File: config.mk
export PLATFORM = sky130hd
export DESIGN_NAME = mem_port_arbiter
export DESIGN_NICKNAME = d
export VERILOG_FILES = /design/src/rtl/mem_port_arbiter.sv
export SDC_FILE = /design/constraint.sdc
export NUM_CORES = 1
export LEC_CHECK = 0
export CAP_MARGIN = 20
export CORE_AREA = 2 2 108 110
export DETAILED_ROUTE_END_ITERATION = 8
export DIE_AREA = 0 0 110 112
export GPL_ROUTABILITY_DRIVEN = 0
export SKIP_LAST_GASP = 1
export SLEW_MARGIN = 20
export SYNTH_ARGS = -nofsm -noshare
export SYNTH_HDL_FRONTEND = slang
export SYNTH_SLANG_ARGS = --single-unit
File: constraint.sdc
create_clock -name clk_i -period 3.6 [get_ports clk_i]
set_input_delay 0.72 -clock clk_i [delete_from_list [all_inputs] [get_ports clk_i]]
set_output_delay 0.72 -clock clk_i [all_outputs]
set_load 0.01 [all_outputs]
File: src/rtl/mem_port_arbiter.sv
// rtl/mem_port_arbiter.sv - IF/MEM shared single-port memory arbiter with starvation guard and fetch kill
module mem_port_arbiter #(
  parameter int Width     = 32,
  parameter int MemLat    = 1,
  parameter int StarveMax = 4
) (
  input  logic             clk_i,
  input  logic             rst_ni,
  input  logic             if_req_i,
  input  logic [Width-1:0] if_addr_i,
  input  logic             if_kill_i,
  output logic             if_gnt_o,
  output logic             if_rvalid_o,
  output logic [Width-1:0] if_rdata_o,
  input  logic             d_req_i,
  input  logic             d_we_i,
  input  logic [3:0]       d_be_i,
  input  logic [Width-1:0] d_addr_i,
  input  logic [Width-1:0] d_wdata_i,
  output logic             d_gnt_o,
  output logic             d_rvalid_o,
  output logic [Width-1:0] d_rdata_o,
  output logic             mem_req_o,
  output logic             mem_we_o,
  output logic [3:0]       mem_be_o,
  output logic [Width-1:0] mem_addr_o,
  output logic [Width-1:0] mem_wdata_o,
  input  logic [Width-1:0] mem_rdata_i,
  output logic             busy_o
);

  localparam int LatW = $clog2(MemLat + 1);
  localparam int StW  = $clog2(StarveMax + 1);

  typedef enum logic {
    IDLE,
    BUSY
  } state_e;

  typedef enum logic [1:0] {
    OWN_NONE,
    OWN_IF,
    OWN_D
  } owner_e;

  state_e          state_q;
  owner_e          owner_q;
  logic [LatW-1:0] lat_q;
  logic [StW-1:0]  starve_q;
  logic            kill_q;

  logic eligible;
  logic resp;
  logic grant_if;
  logic grant_d;

  // Outputs are gated by rst_ni so they read zero for the whole reset window.
  assign eligible = rst_ni && ((state_q == IDLE) || (lat_q == LatW'(1)));
  assign resp     = rst_ni && (state_q == BUSY) && (lat_q == LatW'(1));
  assign grant_if = eligible && if_req_i && (!d_req_i || (starve_q == StW'(StarveMax)));
  assign grant_d  = eligible && d_req_i && !grant_if;

  assign if_gnt_o = grant_if;
  assign d_gnt_o  = grant_d;
  assign busy_o   = (state_q == BUSY);

  always_comb begin
    mem_req_o   = 1'b0;
    mem_we_o    = 1'b0;
    mem_be_o    = 4'h0;
    mem_addr_o  = '0;
    mem_wdata_o = '0;
    if (grant_if) begin
      mem_req_o  = 1'b1;
      mem_be_o   = 4'hF;
      mem_addr_o = if_addr_i;
    end else if (grant_d) begin
      mem_req_o   = 1'b1;
      mem_we_o    = d_we_i;
      mem_be_o    = d_be_i;
      mem_addr_o  = d_addr_i;
      mem_wdata_o = d_wdata_i;
    end
  end

  // A kill arriving in the response cycle itself still suppresses that response.
  assign if_rvalid_o = resp && (owner_q == OWN_IF) && !kill_q && !if_kill_i;
  assign if_rdata_o  = if_rvalid_o ? mem_rdata_i : '0;
  assign d_rvalid_o  = resp && (owner_q == OWN_D);
  assign d_rdata_o   = d_rvalid_o ? mem_rdata_i : '0;

  always_ff @(posedge clk_i or negedge rst_ni) begin
    if (!rst_ni) begin
      state_q  <= IDLE;
      owner_q  <= OWN_NONE;
      lat_q    <= '0;
      starve_q <= '0;
      kill_q   <= 1'b0;
    end else begin
      if (grant_if || grant_d) begin
        state_q <= BUSY;
        lat_q   <= LatW'(MemLat);
        owner_q <= grant_if ? OWN_IF : OWN_D;
        kill_q  <= 1'b0;
      end else if (state_q == BUSY) begin
        if (lat_q == LatW'(1)) begin
          state_q <= IDLE;
          owner_q <= OWN_NONE;
          lat_q   <= '0;
        end else begin
          lat_q <= lat_q - LatW'(1);
        end
        if ((owner_q == OWN_IF) && if_kill_i) begin
          kill_q <= 1'b1;
        end
      end

      if (grant_if) begin
        starve_q <= '0;
      end else if (grant_d && if_req_i && (starve_q != StW'(StarveMax))) begin
        starve_q <= starve_q + StW'(1);
      end
    end
  end

endmodule
==> results list <==
- Outcome: complete, no violations
- Worst endpoint data arrival time: 2780 ps
* Area added between synthesis and finish: 171%
* Synth Area in Simple Gates: 0.552
- Lkg Pwr: 2.04 nW
- Wire length per cell after detailed routing: 13.8 microns
- Gate count after technology mapping: 235
* Sink Count: 8
- Internal power: 0.000768 W
- For this run, the detailed router's first-pass iteration total came to 2.
* Site row count: 39
- Wire length after detailed routing: 8.91 mm
* RSZ-0062 raised after global routing: false
- Count of nets after finishing: 647
- Summing all flip-flop and latch instances after layout gives 200 sq um.
* Clock network fraction of total power: 0.162
- Total power per unit cell area: 239 nW/um^2
- After clock tree synthesis, the clock-pin slew on the worst setup and hold paths is 40 ps.
* Synth Area in Adders: 0.0139
- Area of the core: 11,200 sq um
- Worst setup slack after layout: 104 ps
- Initial core utilization: 0.161
- Post-CTS setup-driven buffer insertion count: 0
- Entering global routing, the biggest net connects 38 pins.
- Mapped cell area: 1800 sq um
- Maximum fanout encountered on the critical timing path: 35
- Detailed placement HPWL: 7.61 mm
* Required time at the worst-slack endpoint: 2880 ps
- The number of max-slew violations in the final report was 0.
- Buffer levels on the longest clock path: 2
- The routed design could run at a clock period as short as 3500 ps.
* Largest clock skew in the final design: 2.13 ps
- Number of fill cells in the layout: 1,141
* Worst Max-Slew Pin Slew: 534 ps
- Adding up every negative setup slack in the final design gives 0 ps.
* Switching power summed over all nets: 0.000396 W
* Maxcap violations: 0
- Setup violations remaining at the end of the flow were counted as 0.
* Via density per instance: 4.19
* Number of global-route vias before repair: 2,705
- The number of antenna violations at the first check in global routing is 0.
- Wire length of the first global-routing pass: 13.1 mm
- Number of distinct library cell variants in the gate-level netlist after synthesis: 29
- First DRT Iteration DRCs: 87
- Kind of path behind the tightest hold check: flop to flop
* DRC violation count after routing: 0
* Sw Share: 0.340
- Counting the buffers created by CTS gives 3.
- Worst Setup End Kind: output pin
- Largest incremental delay on the critical path: 520 ps
- In the global route stage, overall resource usage came out at 0.132.
- Quantity of hold-fixing buffers added after cts: 0
- For this run, the number of Yosys warnings is 0.
- The root buffer cell chosen for the clock tree is sky130_fd_sc_hd__clkbuf_16.
- Top cell family by delay on the critical path: buffers and inverters
- The number of antenna diodes in the final layout is 0.
* Slack of the worst reg-to-reg path: 1900 ps
- Die ar.: 12,300 sq um
- Across the VDD grid, the largest voltage drop is 0.198 mV.
- Flop pwr share: 0.135
- Of the cells placed in the final design, the portion with a size suffix greater than 1 is 0.133.
* Final number of hold-violating endpoints: 0
- Port Buf Inserts: 276
- Clock insertion delay at the later pin of the skew report: 230 ps
- Total number of vias: 2,717
- Footprint of the multi-input gates: 1490 sq um
- From bottom edge to top edge, the die measures 112 microns.
- Category of the worst setup path launch point: input pin
* Top-Level Pins: 277
- In this run, post-CTS repair resized a total of 0 instances.
- Post-synthesis xor/xnor area fraction: 0
- Counting both buffers and inverters, the worst setup path holds a total of 3.
- In this run, synthesis produced a sequential element count of 8.
* Utilization after layout: 0.436
- Share of cell area taken by muxes after synthesis: 0.207
- Complex-gate fraction of the synthesized area: 0.0474
- Among the stages of the critical path, the cell type that occurs most often is sky130_fd_sc_hd__clkdlybuf4s50_1.
- Critical path cell sequence: clkdlybuf4s50_1 -> a21bo_2 -> a2111oi_4 -> buf_12 -> and2_2 -> clkdlybuf4s50_1
* Post-route design area: 4870 sq um
- After synthesis, the largest family of logic cells by area is simple AND/OR/NAND/NOR gates.
* Worst hold slack: 528 ps
- Power share of the combinational group: 0.703
- Once placement finished, the instance area stood at 4790 sq um.
- H-Tree Level Count: 1
* Worst-case setup slack after placement: 92.2 ps
- Measured against its own limit, the worst slew margin works out to 0.644.
* Grt ovf: 0
* Startpoint-to-endpoint class of the critical path: input pin to output pin
* Fraction of the yosys area taken by sequential cells: 0.111
* Width of the chip: 110 microns
- Standard cell with the maximum stage delay on the critical path: sky130_fd_sc_hd__clkdlybuf4s50_1
- Synthesized area divided by synthesized cell count: 7.64 sq um
- TritonCTS clock tree: done
- In the finished design, the share of the clock period the worst path needs comes to 0.971.
- Antenna violation net count after detailed routing: 0
- Derived from the worst setup path, the maximum achievable clock frequency is 286 MHz.
- Syn_nets: 375
-- cell families (layout without fill, tap and decap cells) --
| kind of cell | Yosys count | count (layout) |
|---|---|---|
| simple gates | 159 | 159 |
| mux | 33 | 33 |
| buf+inv | 25 | 295 |
| compound gates | 8 | 8 |
| flops | 8 | 8 |
| fa+ha+maj | 2 | 2 |
-- cell usage in the layout, fill, tap and decap left out, types with 5 or more instances in the layout --
master	count
sky130_fd_sc_hd__mux2_2	33
sky130_fd_sc_hd__nand2_1	9
sky130_fd_sc_hd__clkdlybuf4s50_1	276
sky130_fd_sc_hd__inv_1	5
sky130_fd_sc_hd__and2_1	84
sky130_fd_sc_hd__nand3_1	8
sky130_fd_sc_hd__buf_4	6
sky130_fd_sc_hd__and2_2	14
sky130_fd_sc_hd__dfrtp_1	8
sky130_fd_sc_hd__buf_12	5
sky130_fd_sc_hd__and3_1	33
-- area by class of cell --
cell class | count | area share
inverters | 5 | 0.00386
repair buffers | 287 | 0.597
flip-flops and latches | 8 | 0.0411
clock buffers | 3 | 0.0154
well taps | 143 | 0.0368
multi-input cells | 202 | 0.305
-- final timing paths --
| check | endpoint | depth (start not counted) | from |
|---|---|---|---|
| hold / removal | owner_q[1] | 1 | owner_q[1] |
| min in group asynchronous | owner_q[0] | 2 | rst_ni |
| setup / recovery | mem_wdata_o[29] | 6 | d_req_i |
| hold reg to reg | owner_q[1] | 1 | owner_q[1] |
| max in group asynchronous | starve_q[1] | 2 | rst_ni |
| setup reg to reg | owner_q[0] | 5 | lat_q |
-- layer usage --
layer  global-route usage  vias up  part of all wire
met4               0.0177        0            0.0038
met1                0.121     1219              0.32
li1                     -     1332                 -
met2                0.269      164              0.53
met3               0.0533        2              0.14
met5                    0        -                 0
-- Yosys cell counts, drive strengths merged --
cell     number  area, sq um
a2111oi       1         27.5
a21bo         1         10.0
a22o          1         8.76
a31o          1         8.76
a41o          1         10.0
and2         98          631
and3         33          206
buf           8         58.8
clkbuf       12         45.0
dfrtp         8          200
ha            2         25.0
inv           5         18.8
mux2         33          372
nand2         9         33.8
nand2b        3         18.8
nand3         8         40.0
nand3b        1         7.51
nand4         2         18.8
nor2          1         3.75
nor2b         1         6.26
nor3          1         5.00
nor3b         1         7.51
nor4          1         12.5
o211ai        1         7.51
o21ai         1         5.00
o21bai        1         7.51
-- sequential cells by signal (all words and copies together), names as in the netlist --
signal    flops
busy_o        1
kill_q        1
lat_q         1
owner_q       2
starve_q      3
-- power by group through the flow --
stage | clock network, W | registers, W | logic (W)
floorplan | 0 | 0.000149 | 0.000354
global placement | 0 | 0.000156 | 0.000821
detailed placement | 0 | 0.000158 | 0.000829
CTS | 0.000190 | 0.000158 | 0.000834
global route | 0.000197 | 0.000162 | 0.000881
finish | 0.000188 | 0.000157 | 0.000818
-- stage by stage --
step / std cells / total power [W]
floorplan: 235 / 0.000503
global placement: 645 / 0.000977
detailed placement: 645 / 0.000988
CTS: 648 / 0.00118
global route: 648 / 0.00124
finish: 648 / 0.00116
Note: power is estimated with default switching activity, not from simulation.
